**config.mk**
```make
export PLATFORM = sky130hd
export DESIGN_NAME = spad_vec_sched_flat
export DESIGN_NICKNAME = d
export VERILOG_FILES = /design/src/rtl/spad_vec_sched_if.sv /design/src/rtl/spad_vec_sched.sv /design/src/flat_wrapper.sv
export SDC_FILE = /design/constraint.sdc
export NUM_CORES = 1
export LEC_CHECK = 0
export CORE_AREA = 2 2 473 475
export CTS_CLUSTER_DIAMETER = 200
export CTS_CLUSTER_SIZE = 10
export DETAILED_ROUTE_END_ITERATION = 8
export DIE_AREA = 0 0 475 477
export GPL_TIMING_DRIVEN = 0
export SYNTH_ARGS = -nofsm -noshare
export SYNTH_HDL_FRONTEND = slang
export SYNTH_SLANG_ARGS = --single-unit
```
**constraint.sdc**
```tcl
create_clock -name clk -period 17.98 [get_ports clk]
set_clock_uncertainty 0.2 [all_clocks]
set_input_delay 3.596 -clock clk [delete_from_list [all_inputs] [get_ports clk]]
set_output_delay 3.596 -clock clk [all_outputs]
set_load 0.1 [all_outputs]
```
**src/rtl/spad_vec_sched_if.sv**
```systemverilog
// Bundle of handshake and port-B signals for spad_vec_sched.
// slave  : the scheduler (drives command/data ready, read data, port-B controls)
// master : the requesters plus the scratchpad port-B read return
interface spad_vec_sched_if #(
    parameter int ADDR_WIDTH = 13,
    parameter int DATA_WIDTH = 32,
    parameter int NUM_BANKS  = 8,
    parameter int LEN_WIDTH  = 11
);
    localparam int ROW_W = ADDR_WIDTH - 3;
    localparam int VEC_W = NUM_BANKS * DATA_WIDTH;

    // Vector reader
    logic                  rd_cmd_valid;
    logic                  rd_cmd_ready;
    logic [ROW_W-1:0]      rd_cmd_row;
    logic [LEN_WIDTH-1:0]  rd_cmd_len;
    logic                  rd_data_valid;
    logic                  rd_data_ready;
    logic [VEC_W-1:0]      rd_data;

    // Vector writer
    logic                  wr_cmd_valid;
    logic                  wr_cmd_ready;
    logic [ROW_W-1:0]      wr_cmd_row;
    logic [LEN_WIDTH-1:0]  wr_cmd_len;
    logic                  wr_data_valid;
    logic                  wr_data_ready;
    logic [VEC_W-1:0]      wr_data;
    logic [NUM_BANKS-1:0]  wr_strb;

    // Scratchpad wide port B
    logic [ADDR_WIDTH-1:0] sp_addr;
    logic [VEC_W-1:0]      sp_din;
    logic [VEC_W-1:0]      sp_dout;
    logic                  sp_en;
    logic [NUM_BANKS-1:0]  sp_we;

    modport slave (
        input  rd_cmd_valid, rd_cmd_row, rd_cmd_len, rd_data_ready,
        output rd_cmd_ready, rd_data_valid, rd_data,
        input  wr_cmd_valid, wr_cmd_row, wr_cmd_len, wr_data_valid, wr_data, wr_strb,
        output wr_cmd_ready, wr_data_ready,
        input  sp_dout,
        output sp_addr, sp_din, sp_en, sp_we
    );

    modport master (
        output rd_cmd_valid, rd_cmd_row, rd_cmd_len, rd_data_ready,
        input  rd_cmd_ready, rd_data_valid, rd_data,
        output wr_cmd_valid, wr_cmd_row, wr_cmd_len, wr_data_valid, wr_data, wr_strb,
        input  wr_cmd_ready, wr_data_ready,
        output sp_dout,
        input  sp_addr, sp_din, sp_en, sp_we
    );
endinterface

```
**src/rtl/spad_vec_sched.sv**
```systemverilog
// spad_vec_sched: schedules read/write row bursts from two requesters onto
// the scratchpad wide port B. Reads go through a 2-entry return FIFO that
// absorbs the 1-cycle port-B read latency under reader backpressure.
// Optional feature macro: SPAD_SCHED_PERF_EN (saturating perf counters;
// when undefined the perf ports are tied to zero).
module spad_vec_sched #(
    parameter int ADDR_WIDTH = 13,
    parameter int DATA_WIDTH = 32,
    parameter int NUM_BANKS  = 8,
    parameter int LEN_WIDTH  = 11
) (
    input  logic               clk,
    input  logic               rst_n,
    spad_vec_sched_if.slave    bus,
    output logic               busy,
    output logic               done,
    output logic               done_is_wr,
    output logic [31:0]        perf_rd_rows,
    output logic [31:0]        perf_wr_rows,
    output logic [31:0]        perf_stall_cycles
);
    localparam int ROW_W = ADDR_WIDTH - 3;
    localparam int VEC_W = NUM_BANKS * DATA_WIDTH;

    typedef enum logic [1:0] {IDLE, RD, WR} state_t;

    state_t               state_reg;
    logic                 last_grant_wr_reg;
    logic [ROW_W-1:0]     cur_row_reg;
    logic [LEN_WIDTH-1:0] rows_left_reg;
    logic                 done_reg;
    logic                 done_is_wr_reg;

    logic                 inflight_reg;
    logic [VEC_W-1:0]     fifo_mem [2];
    logic                 fifo_wr_ptr_reg;
    logic                 fifo_rd_ptr_reg;
    logic [1:0]           fifo_count_reg;
    logic [1:0]           fifo_count_next;
    logic [1:0]           occupancy;

    logic grant_rd, grant_wr;
    logic rd_pop, rd_push, rd_issue, rd_finish;
    logic wr_active, wr_hs, wr_finish;

    // Arbitration: a lone requester wins; on contention the one not granted last wins.
    assign grant_rd = (state_reg == IDLE) && bus.rd_cmd_valid &&
                      (!bus.wr_cmd_valid || last_grant_wr_reg);
    assign grant_wr = (state_reg == IDLE) && bus.wr_cmd_valid &&
                      (!bus.rd_cmd_valid || !last_grant_wr_reg);
    assign bus.rd_cmd_ready = grant_rd;
    assign bus.wr_cmd_ready = grant_wr;

    // Read path: a new row may be issued only if its return has a FIFO slot,
    // counting the slot freed by a pop in this same cycle.
    assign occupancy       = fifo_count_reg + {1'b0, inflight_reg};
    assign rd_pop          = (fifo_count_reg != 2'd0) && bus.rd_data_ready;
    assign rd_push         = inflight_reg;
    assign rd_issue        = (state_reg == RD) && (rows_left_reg != '0) &&
                             ((occupancy < 2'd2) || rd_pop);
    assign fifo_count_next = fifo_count_reg + {1'b0, rd_push} - {1'b0, rd_pop};
    assign rd_finish       = (state_reg == RD) && (rows_left_reg == '0) &&
                             !inflight_reg && (fifo_count_next == 2'd0);

    assign bus.rd_data_valid = (fifo_count_reg != 2'd0);
    assign bus.rd_data       = bus.rd_data_valid ? fifo_mem[fifo_rd_ptr_reg] : '0;

    // Write path: a beat goes straight to port B in its handshake cycle.
    assign wr_active         = (state_reg == WR) && (rows_left_reg != '0);
    assign bus.wr_data_ready = wr_active;
    assign wr_hs             = wr_active && bus.wr_data_valid;
    assign wr_finish         = wr_hs && (rows_left_reg == LEN_WIDTH'(1));

    // Port B is quiet (all zero) whenever nothing is issued.
    assign bus.sp_en   = rd_issue || wr_hs;
    assign bus.sp_we   = wr_hs ? bus.wr_strb : '0;
    assign bus.sp_addr = bus.sp_en ? {cur_row_reg, 3'b000} : '0;
    assign bus.sp_din  = wr_hs ? bus.wr_data : '0;

    assign busy       = (state_reg != IDLE);
    assign done       = done_reg;
    assign done_is_wr = done_is_wr_reg;

    // Burst FSM: grant, row sequencing and registered completion pulse.
    always_ff @(posedge clk or negedge rst_n) begin
        if (!rst_n) begin
            state_reg         <= IDLE;
            last_grant_wr_reg <= 1'b1;
            cur_row_reg       <= '0;
            rows_left_reg     <= '0;
            done_reg          <= 1'b0;
            done_is_wr_reg    <= 1'b0;
        end else begin
            done_reg <= 1'b0;
            case (state_reg)
                IDLE: begin
                    if (grant_rd) begin
                        last_grant_wr_reg <= 1'b0;
                        cur_row_reg       <= bus.rd_cmd_row;
                        rows_left_reg     <= bus.rd_cmd_len;
                        if (bus.rd_cmd_len == '0) begin
                            done_reg       <= 1'b1;
                            done_is_wr_reg <= 1'b0;
                        end else begin
                            state_reg <= RD;
                        end
                    end else if (grant_wr) begin
                        last_grant_wr_reg <= 1'b1;
                        cur_row_reg       <= bus.wr_cmd_row;
                        rows_left_reg     <= bus.wr_cmd_len;
                        if (bus.wr_cmd_len == '0) begin
                            done_reg       <= 1'b1;
                            done_is_wr_reg <= 1'b1;
                        end else begin
                            state_reg <= WR;
                        end
                    end
                end
                RD: begin
                    if (rd_issue) begin
                        cur_row_reg   <= cur_row_reg + 1'b1;
                        rows_left_reg <= rows_left_reg - 1'b1;
                    end
                    if (rd_finish) begin
                        state_reg      <= IDLE;
                        done_reg       <= 1'b1;
                        done_is_wr_reg <= 1'b0;
                    end
                end
                WR: begin
                    if (wr_hs) begin
                        cur_row_reg   <= cur_row_reg + 1'b1;
                        rows_left_reg <= rows_left_reg - 1'b1;
                    end
                    if (wr_finish) begin
                        state_reg      <= IDLE;
                        done_reg       <= 1'b1;
                        done_is_wr_reg <= 1'b1;
                    end
                end
                default: state_reg <= IDLE;
            endcase
        end
    end

    // Return FIFO control: in-flight flag and pointers; reset drops any pending return.
    always_ff @(posedge clk or negedge rst_n) begin
        if (!rst_n) begin
            inflight_reg    <= 1'b0;
            fifo_wr_ptr_reg <= 1'b0;
            fifo_rd_ptr_reg <= 1'b0;
            fifo_count_reg  <= 2'd0;
        end else begin
            inflight_reg   <= rd_issue;
            fifo_count_reg <= fifo_count_next;
            if (rd_push) begin
                fifo_wr_ptr_reg <= ~fifo_wr_ptr_reg;
            end
            if (rd_pop) begin
                fifo_rd_ptr_reg <= ~fifo_rd_ptr_reg;
            end
        end
    end

    // Return FIFO storage: capture port-B read data the cycle after issue.
    always_ff @(posedge clk) begin
        if (rd_push) begin
            fifo_mem[fifo_wr_ptr_reg] <= bus.sp_dout;
        end
    end

`ifdef SPAD_SCHED_PERF_EN
    logic [2:0]  perf_inc;
    logic [31:0] perf_cnt_reg [3];

    assign perf_inc[0] = bus.rd_data_valid && bus.rd_data_ready;
    assign perf_inc[1] = wr_hs;
    assign perf_inc[2] = ((state_reg == RD) && bus.rd_data_valid && !bus.rd_data_ready) ||
                         ((state_reg == WR) && !bus.wr_data_valid);

    generate
        for (genvar gi = 0; gi < 3; gi++) begin : g_perf
            // Saturating event counter.
            always_ff @(posedge clk or negedge rst_n) begin
                if (!rst_n) begin
                    perf_cnt_reg[gi] <= '0;
                end else if (perf_inc[gi] && (perf_cnt_reg[gi] != 32'hFFFF_FFFF)) begin
                    perf_cnt_reg[gi] <= perf_cnt_reg[gi] + 32'd1;
                end
            end
        end
    endgenerate

    assign perf_rd_rows      = perf_cnt_reg[0];
    assign perf_wr_rows      = perf_cnt_reg[1];
    assign perf_stall_cycles = perf_cnt_reg[2];
`else
    assign perf_rd_rows      = '0;
    assign perf_wr_rows      = '0;
    assign perf_stall_cycles = '0;
`endif

endmodule

```
**src/flat_wrapper.sv**
```systemverilog
// flat-port wrapper written by rule: the top's interface ports become plain ports
module spad_vec_sched_flat 
#(
    parameter int ADDR_WIDTH = 13,
    parameter int DATA_WIDTH = 32,
    parameter int NUM_BANKS  = 8,
    parameter int LEN_WIDTH  = 11
)
  (clk, rst_n, busy, done, done_is_wr, perf_rd_rows, perf_wr_rows, perf_stall_cycles, bus_rd_cmd_valid, bus_rd_cmd_row, bus_rd_cmd_len, bus_rd_data_ready, bus_rd_cmd_ready, bus_rd_data_valid, bus_rd_data, bus_wr_cmd_valid, bus_wr_cmd_row, bus_wr_cmd_len, bus_wr_data_valid, bus_wr_data, bus_wr_strb, bus_wr_cmd_ready, bus_wr_data_ready, bus_sp_dout, bus_sp_addr, bus_sp_din, bus_sp_en, bus_sp_we);
  spad_vec_sched_if #(.ADDR_WIDTH(ADDR_WIDTH), .DATA_WIDTH(DATA_WIDTH), .NUM_BANKS(NUM_BANKS), .LEN_WIDTH(LEN_WIDTH)) bus_i ();
  input  logic clk;
  input  logic rst_n;
  output logic busy;
  output logic done;
  output logic done_is_wr;
  output logic [31:0] perf_rd_rows;
  output logic [31:0] perf_wr_rows;
  output logic [31:0] perf_stall_cycles;
  input wire logic [$bits(bus_i.rd_cmd_valid)-1:0] bus_rd_cmd_valid;
  input wire logic [$bits(bus_i.rd_cmd_row)-1:0] bus_rd_cmd_row;
  input wire logic [$bits(bus_i.rd_cmd_len)-1:0] bus_rd_cmd_len;
  input wire logic [$bits(bus_i.rd_data_ready)-1:0] bus_rd_data_ready;
  output wire logic [$bits(bus_i.rd_cmd_ready)-1:0] bus_rd_cmd_ready;
  output wire logic [$bits(bus_i.rd_data_valid)-1:0] bus_rd_data_valid;
  output wire logic [$bits(bus_i.rd_data)-1:0] bus_rd_data;
  input wire logic [$bits(bus_i.wr_cmd_valid)-1:0] bus_wr_cmd_valid;
  input wire logic [$bits(bus_i.wr_cmd_row)-1:0] bus_wr_cmd_row;
  input wire logic [$bits(bus_i.wr_cmd_len)-1:0] bus_wr_cmd_len;
  input wire logic [$bits(bus_i.wr_data_valid)-1:0] bus_wr_data_valid;
  input wire logic [$bits(bus_i.wr_data)-1:0] bus_wr_data;
  input wire logic [$bits(bus_i.wr_strb)-1:0] bus_wr_strb;
  output wire logic [$bits(bus_i.wr_cmd_ready)-1:0] bus_wr_cmd_ready;
  output wire logic [$bits(bus_i.wr_data_ready)-1:0] bus_wr_data_ready;
  input wire logic [$bits(bus_i.sp_dout)-1:0] bus_sp_dout;
  output wire logic [$bits(bus_i.sp_addr)-1:0] bus_sp_addr;
  output wire logic [$bits(bus_i.sp_din)-1:0] bus_sp_din;
  output wire logic [$bits(bus_i.sp_en)-1:0] bus_sp_en;
  output wire logic [$bits(bus_i.sp_we)-1:0] bus_sp_we;
  assign bus_i.rd_cmd_valid = bus_rd_cmd_valid;
  assign bus_i.rd_cmd_row = bus_rd_cmd_row;
  assign bus_i.rd_cmd_len = bus_rd_cmd_len;
  assign bus_i.rd_data_ready = bus_rd_data_ready;
  assign bus_rd_cmd_ready = bus_i.rd_cmd_ready;
  assign bus_rd_data_valid = bus_i.rd_data_valid;
  assign bus_rd_data = bus_i.rd_data;
  assign bus_i.wr_cmd_valid = bus_wr_cmd_valid;
  assign bus_i.wr_cmd_row = bus_wr_cmd_row;
  assign bus_i.wr_cmd_len = bus_wr_cmd_len;
  assign bus_i.wr_data_valid = bus_wr_data_valid;
  assign bus_i.wr_data = bus_wr_data;
  assign bus_i.wr_strb = bus_wr_strb;
  assign bus_wr_cmd_ready = bus_i.wr_cmd_ready;
  assign bus_wr_data_ready = bus_i.wr_data_ready;
  assign bus_i.sp_dout = bus_sp_dout;
  assign bus_sp_addr = bus_i.sp_addr;
  assign bus_sp_din = bus_i.sp_din;
  assign bus_sp_en = bus_i.sp_en;
  assign bus_sp_we = bus_i.sp_we;
  spad_vec_sched #(.ADDR_WIDTH(ADDR_WIDTH), .DATA_WIDTH(DATA_WIDTH), .NUM_BANKS(NUM_BANKS), .LEN_WIDTH(LEN_WIDTH)) u_core (.clk(clk), .rst_n(rst_n), .bus(bus_i), .busy(busy), .done(done), .done_is_wr(done_is_wr), .perf_rd_rows(perf_rd_rows), .perf_wr_rows(perf_wr_rows), .perf_stall_cycles(perf_stall_cycles));
endmodule
```
==> results of run 1 <==
[cells in the final DEF (no fill, tap or decap), types with 5 or more instances in the layout]
cell / instances
nand2_1: 30
clkdlybuf4s50_1: 1072
o21ai_0: 18
nor2_1: 267
a22o_1: 7
a21oi_1: 23
buf_16: 5
o22ai_1: 6
edfxtp_1: 512
clkbuf_16: 61
inv_1: 10
conb_1: 99
dfrtp_1: 30
nor3_1: 7
nand2b_1: 5
buf_2: 64
mux2_2: 10
buf_4: 101
diode_2: 17
mux2i_1: 264
buf_12: 10
ha_1: 9
clkbuf_1: 71
buf_1: 5
and2_1: 275
nand3_1: 12
[layout make-up]
cell class	count	area, um2	area share, %
flip-flops and latches	543	16200	39.4
repair buffers	1120	11200	27.4
multi-input cells	1095	7020	17.1
well taps	2975	3720	9.07
clock buffers	73	1570	3.83
plain buffers	199	1170	2.85
clock inverters	5	83.8	0.204
diodes	17	42.5	0.104
inverters	11	41.3	0.101
[metrics by stage]
stage / utilization (%) / setup TNS, ns / total power, W
after floorplan: - / 0 / 0.00583
after global placement: 17.7 / -968.52 / 0.00757
after detailed placement: 17.8 / 0 / 0.00748
after CTS: 18.5 / 0 / 0.00863
after global routing: 18.5 / 0 / 0.00880
final: 18.5 / 0 / 0.00851
[routing by layer]
| metal | track usage [%] | share of wire (%) |
|---|---|---|
| met5 | 0 | 0.091 |
| met4 | 6.09 | 4.8 |
| met1 | 11.9 | 30 |
| met2 | 27.0 | 57 |
| met3 | 4.09 | 8.2 |
[how the worst max path moves through the flow]
stage | from | to | slack (ns) | cells past startpoint
5_1_grt | bus_wr_data_valid | bus_sp_din[87] | 6.45 | 7
3_5_place_dp | bus_wr_data_valid | bus_sp_din[87] | 6.39 | 7
4_1_cts | bus_wr_data_valid | bus_sp_din[87] | 6.38 | 7
2_1_floorplan | u_core.fifo_wr_ptr_reg | u_core.fifo_mem[0][0] | 5.19 | 1
3_3_place_gp | u_core.fifo_wr_ptr_reg | u_core.fifo_mem[0][186] | -3.99 | 1
6_report | bus_wr_data_valid | bus_sp_din[87] | 6.69 | 7
[cell families (layout without fill, tap and decap cells)]
family                   after synthesis  in the layout  share of synthesized area (%)
AO/OA/AOI/OAI                         87             87                           2.37
XOR/XNOR                               3              3                          0.172
adder cells (fa/ha/maj)                9              9                          0.469
buffers and inverters                210           1408                           5.03
flip-flops                           543            543                           67.3
multiplexers                         275            275                           11.5
other                                  1            116                         0.0156
AND/OR/NAND/NOR                      622            622                           13.1
[power groups by stage]
stage | clock network [W] | logic, W | registers [W]
finish | 0.00111 | 0.00571 | 0.00168
global route | 0.00119 | 0.00590 | 0.00170
CTS | 0.00116 | 0.00579 | 0.00168
detailed placement | 0 | 0.00577 | 0.00171
global placement | 0 | 0.00574 | 0.00183
floorplan | 0 | 0.00406 | 0.00177
==> impl_metrics.csv, run 1 <==
group,metric,value,unit
finish,final_layout_size_suffix_gt1_share,8.90,%
finish,fin_cells,6038,
critical_path,r2r_cells,9,
min_path,hp-class,"reg -> reg",
timing,fmax,88.6,MHz
critical_path,crit_type,"in -> out",
critical_path,path_buf_inv,4,
place,dp_slack,6.39,ns
route,vias_per_cell,3.15,
grt,grt_max_degree,63,
min_path,hold-path-cell-count,1,
grt,grt_usage,13.4,%
route,drc,0,
cts,cts_root_buf,"clkbuf_16",
yosys,netlist-cell-type-count,56,
yosys,netlist_top_cells_count,"edfxtp_1 (512), and2_1 (276), nor2_1 (267)",
cts,clock_tree.buffer_depth,3,
cts,insertion_delay,0.65,ns
grt,grt_pass1_wl,199000,um
critical_path,end_kind,"output pin",
job,drv_cap,0,
finish,final_nets,3608,
grt,grt_antenna_before_repair,83,
critical_path,r2r_slack,14.63,ns
cts,cts.clk_slew.worst_paths,0.06,ns
route,firstDrtPassIters,5,
route,drt_iter0_drc,1006,
timing,min_period,11.29,ns
finish,design_area,41000,um2
pwr,p_comb_share,67.1,%
pwr,p_per_area,207,nW/um2
floorplanning,die_h,477,um
critical_path,startpoint_type,"input port",
critical_path,critPathMaxStageDelay,1.32,ns
route,routedWlPerCell,26.4,um
cts,postCtsSetupRepairBufs,0,
yosys,async_flop_share,5.71,%
yosys,synth.most_common_cell,"edfxtp_1",
cts,cts_tree,"done",
floorplanning,die-area,227000,um2
yosys,synth_ff_type,"edfxtp_1",
route,final_antenna_net_count,0,
grt,grt_pass1_vias,19600,
cts,cts.sink_count,543,
place,gp_congestion,0.936,
yosys,synth_cells,1750,
outcome,status,"complete, no violations",
cts,cts_hold_buf,0,
yosys,yosysTopAreaCell,"edfxtp_1",
critical_path,critical-path-top-delay-family,"buffers and inverters",
yosys,yosys_warnings,0,
finish,area_growth,71.0,%
critical_path,arrival,7.49,ns
route,via_count,19000,
timing,fin_crit_sh,62.8,%
pwr,power_frac_clock,13.1,%
timing,rsz0062_at_grt,"false",
critical_path,worst-path-max-fanout,10,
yosys,ys_seq_elements,543,
pwr,p_sw_share,59.5,%
timing,maxSlewViolCount,0,
timing,timing.hold.ws,0.301,ns
cts,numCtsBuffers,61,
timing,worstMarginPinSlew,1.49,ns
critical_path,r2r_start,"u_core.fifo_count_reg[1]",
cts,cts_resized,0,
timing,fin_ws,6.69,ns
floorplanning,die_x,475,um
pwr,power_switching,0.00507,W
min_path,worstHoldStart,"u_core.done_is_wr",
finish,largest_reg_flops,512,
yosys,syn_area,24000,um2
critical_path,worstPathCellList,"clkdlybuf4s50_1 > nand2_1 > nor2_1 > buf_2 > clkbuf_1 > and2_1 > clkdlybuf4s50_1",
cts,htree_levels,2,
grt,grt_overflow,0,
pwr,power_frac_seq,19.8,%
pwr,p_leak,14.7,nW
yosys,synth_top_area_share,64.1,%
critical_path,cp_slowest_cell,"clkdlybuf4s50_1",
min_path,holdPathEnd,"u_core.done_is_wr",
critical_path,r2r-end,"u_core.done",
yosys,synth_seq_area_share,67.3,%
critical_path,worstPathRequired,14.18,ns
floorplanning,start_util,10.8,%
timing,relSlewSlack,0.245,%
place,port_buffers,1105,
route,wirelength,159000,um
pwr,p_int,0.00344,W
critical_path,crit_top_cell,"clkdlybuf4s50_1",
yosys,avgSynthCellArea,13.7,um2
floorplanning,rows,173,
place,dpl_cell_area,39400,um2
yosys,synth_edf_count,512,
place,dp.cells,5943,
timing,finalSetupViolations,0,
pwr,peakVddDrop,0.191,mV
floorplanning,core,221000,um2
yosys,synth_area_leaders,"edfxtp_1 (64%), mux2i_1 (11%), and2_1 (7.2%), nor2_1 (4.2%), buf_4 (3.2%)",
place,dpl.hpwl,136000,um
floorplanning,ioPinCount,1205,
finish,nFillCells,24200,
timing,finalHoldViolations,0,
(Power assumes the default switching activity.)
==> run 2, diff against run 1 <==
==> constraint.sdc (replaced) <==
create_clock -name clk -period 11.3 [get_ports clk]
set_clock_uncertainty 0.2 [all_clocks]
set_input_delay 2.26 -clock clk [delete_from_list [all_inputs] [get_ports clk]]
set_output_delay 2.26 -clock clk [all_outputs]
set_load 0.1 [all_outputs]
==> run 2 against run 1 <==
- the flow now finishes with violations (capacitance limit, slew limit)
- sequential power is 60% higher
- first-iteration DRC count is 0.20% higher
- combinational power is 59% higher
- clock-buffer cell count is 1 lower
- register-to-register slack worse by 6.8 ns
- critical path depth stayed put
- cell area is 0.23% higher
- sequential cell count stayed put
- wire length is 0.42% higher
- non-clock buffer count is 1 higher
- sequential share of layout area is 0.090 points lower
- critical path type unchanged
- critical endpoint is now bus_sp_din[189]
- highest routed layer unchanged
==> impl_metrics.csv, run 2 (synthesized netlist as in run 1, its figures left out) <==
group,metric,value,unit
floorplanning,die_h,477,um
place,gp_congestion,0.933,
critical_path,crit_top_cell,"clkdlybuf4s50_1",
timing,finalSetupViolations,0,
grt,grt_antenna_before_repair,104,
timing,worstMarginPinSlew,1.61,ns
grt,grt_overflow,0,
floorplanning,die_x,475,um
critical_path,worst-path-max-fanout,10,
critical_path,arrival,6.31,ns
outcome,violations,"capacitance limit, slew limit",
cts,insertion_delay,0.66,ns
finish,layout_common_cells,"clkdlybuf4s50_1 (1081), edfxtp_1 (512), and2_1 (275), nor2_1 (267), mux2i_1 (264)",
route,final_antenna_net_count,0,
cts,cts.clk_slew.worst_paths,0.06,ns
cts,cts_tree,"done",
critical_path,cp_slowest_cell,"clkdlybuf4s50_1",
critical_path,startpoint_type,"input port",
critical_path,critPathMaxStageDelay,1.53,ns
route,vias_per_cell,3.18,
finish,layout_commonest_cell,"clkdlybuf4s50_1",
finish,fin_cells,6047,
route,drc,0,
cts,cts.sink_count,543,
route,firstDrtPassIters,5,
finish,area_growth,71.4,%
finish,final_util,18.6,%
place,dpl.hpwl,137000,um
finish,largest_reg_flops,512,
grt,grt_usage,13.5,%
cts,cts_hold_buf,0,
cts,clock_tree.buffer_depth,3,
grt,grt_pass1_vias,19700,
route,wirelength,160000,um
timing,fin_crit_sh,77.6,%
place,port_buffers,1105,
cts,htree_levels,2,
pwr,peakVddDrop,0.289,mV
critical_path,end_kind,"output pin",
floorplanning,rows,173,
route,drt_iter0_drc,1008,
timing,relSlewSlack,-7.81,%
place,dp.cells,5944,
floorplanning,ioPinCount,1205,
floorplanning,start_util,10.8,%
cts,cts_resized,0,
timing,fmax,114,MHz
timing,timing.hold.ws,0.320,ns
grt,grt_pass1_wl,199000,um
route,routedWlPerCell,26.5,um
pwr,p_per_area,329,nW/um2
floorplanning,die-area,227000,um2
job,drv_cap,4,
floorplanning,core,221000,um2
min_path,hp-class,"reg -> reg",
cts,cts_root_buf,"clkbuf_16",
critical_path,path_buf_inv,4,
finish,final_nets,3609,
grt,grt_max_degree,63,
critical_path,worstPathRequired,8.84,ns
finish,final_layout_size_suffix_gt1_share,8.66,%
place,dpl_cell_area,39400,um2
route,via_count,19200,
finish,design_area,41100,um2
cts,postCtsSetupRepairBufs,0,
cts,numCtsBuffers,61,
critical_path,critical-path-top-delay-family,"buffers and inverters",
critical_path,worstPathCellList,"clkdlybuf4s50_1 > nand2_1 > nor2_1 > buf_2 > clkbuf_1 > and2_1 > clkdlybuf4s50_1",
timing,maxSlewViolCount,4,
critical_path,crit_type,"in -> out",
pwr,p_leak,14.7,nW
timing,finalHoldViolations,0,
timing,min_period,8.77,ns
timing,rsz0062_at_grt,"false",
pwr,p_total,0.0135,W
outcome,status,"complete, but fails checks",
[run 2: changes by cell type in the layout (fill, tap and decap cells not counted)]
cell / change
clkdlybuf4s50_1: +9
buf_2: -8
diode_2: +8
buf_16: +1
clkbuf_1: -1
clkbuf_2: -1
clkinvlp_4: +1
inv_4: +1
inv_6: -1
[run 2: per-layer routing]
metal,global-route usage [%],part of all wire (%)
met1,12.0,31
met2,26.9,55
met3,3.65,7.2
met4,7.17,6.4
met5,0,0.081
[run 2: stage by stage]
stage	setup TNS [ns]	setup WS [ns]
6_report	0	2.53
5_1_grt	0	2.38
4_1_cts	0	2.33
3_5_place_dp	0	2.33
3_3_place_gp	-348.84	-1.41
2_1_floorplan	0	3.55
[run 2: area by class of cell]
cell class                      count  area [um2]
Fill cell                       24100      180000
Sequential cell                   543       16200
Timing Repair Buffer             1121       11300
Multi-Input combinational cell   1095        7020
Tap cell                         2975        3720
Clock buffer                       72        1570
Buffer                            199        1170
Clock inverter                      6        88.8
Antenna cell                       25        62.6
Inverter                           11        41.3
[run 2: power breakdown]
| part | switching (W) | total [W] | internal, W |
|---|---|---|---|
| Clock | 0.000790 | 0.00176 | 0.000967 |
| Combinational | 0.00713 | 0.00909 | 0.00196 |
| Sequential | 0.000119 | 0.00268 | 0.00256 |
| Total | 0.00804 | 0.0135 | 0.00549 |
[run 2: final timing paths]
path                                     startpoint                  endpoint  slack, ns  cells after the start
setup / recovery                  bus_wr_data_valid           bus_sp_din[189]       2.53                      7
hold / removal                    u_core.done_is_wr         u_core.done_is_wr       0.32                      1
setup reg to reg           u_core.fifo_count_reg[1]       u_core.state_reg[1]       7.84                      9
hold reg to reg                   u_core.done_is_wr         u_core.done_is_wr       0.32                      1
max in group asynchronous                     rst_n  u_core.fifo_count_reg[0]       8.95                      1
min in group asynchronous                     rst_n     u_core.cur_row_reg[9]       1.45                      1
==> run 3, diff against run 2 <==
==> constraint.sdc (replaced) <==
create_clock -name clk -period 9.16 [get_ports clk]
set_clock_uncertainty 0.2 [all_clocks]
set_input_delay 1.832 -clock clk [delete_from_list [all_inputs] [get_ports clk]]
set_output_delay 1.832 -clock clk [all_outputs]
set_load 0.1 [all_outputs]
==> results of run 3 <==
The final DEF is identical to that of run 2. Status: complete, but fails checks: capacitance limit, slew limit.
Main changes from that run: setup slack after placement 2.33 ns -> 1.04 ns; setup slack after layout 2.53 ns -> 1.25 ns; register-to-register setup slack 7.84 ns -> 5.70 ns; total power 0.0135 W -> 0.0167 W; worst IR drop on VDD 0.289 mV -> 0.356 mV
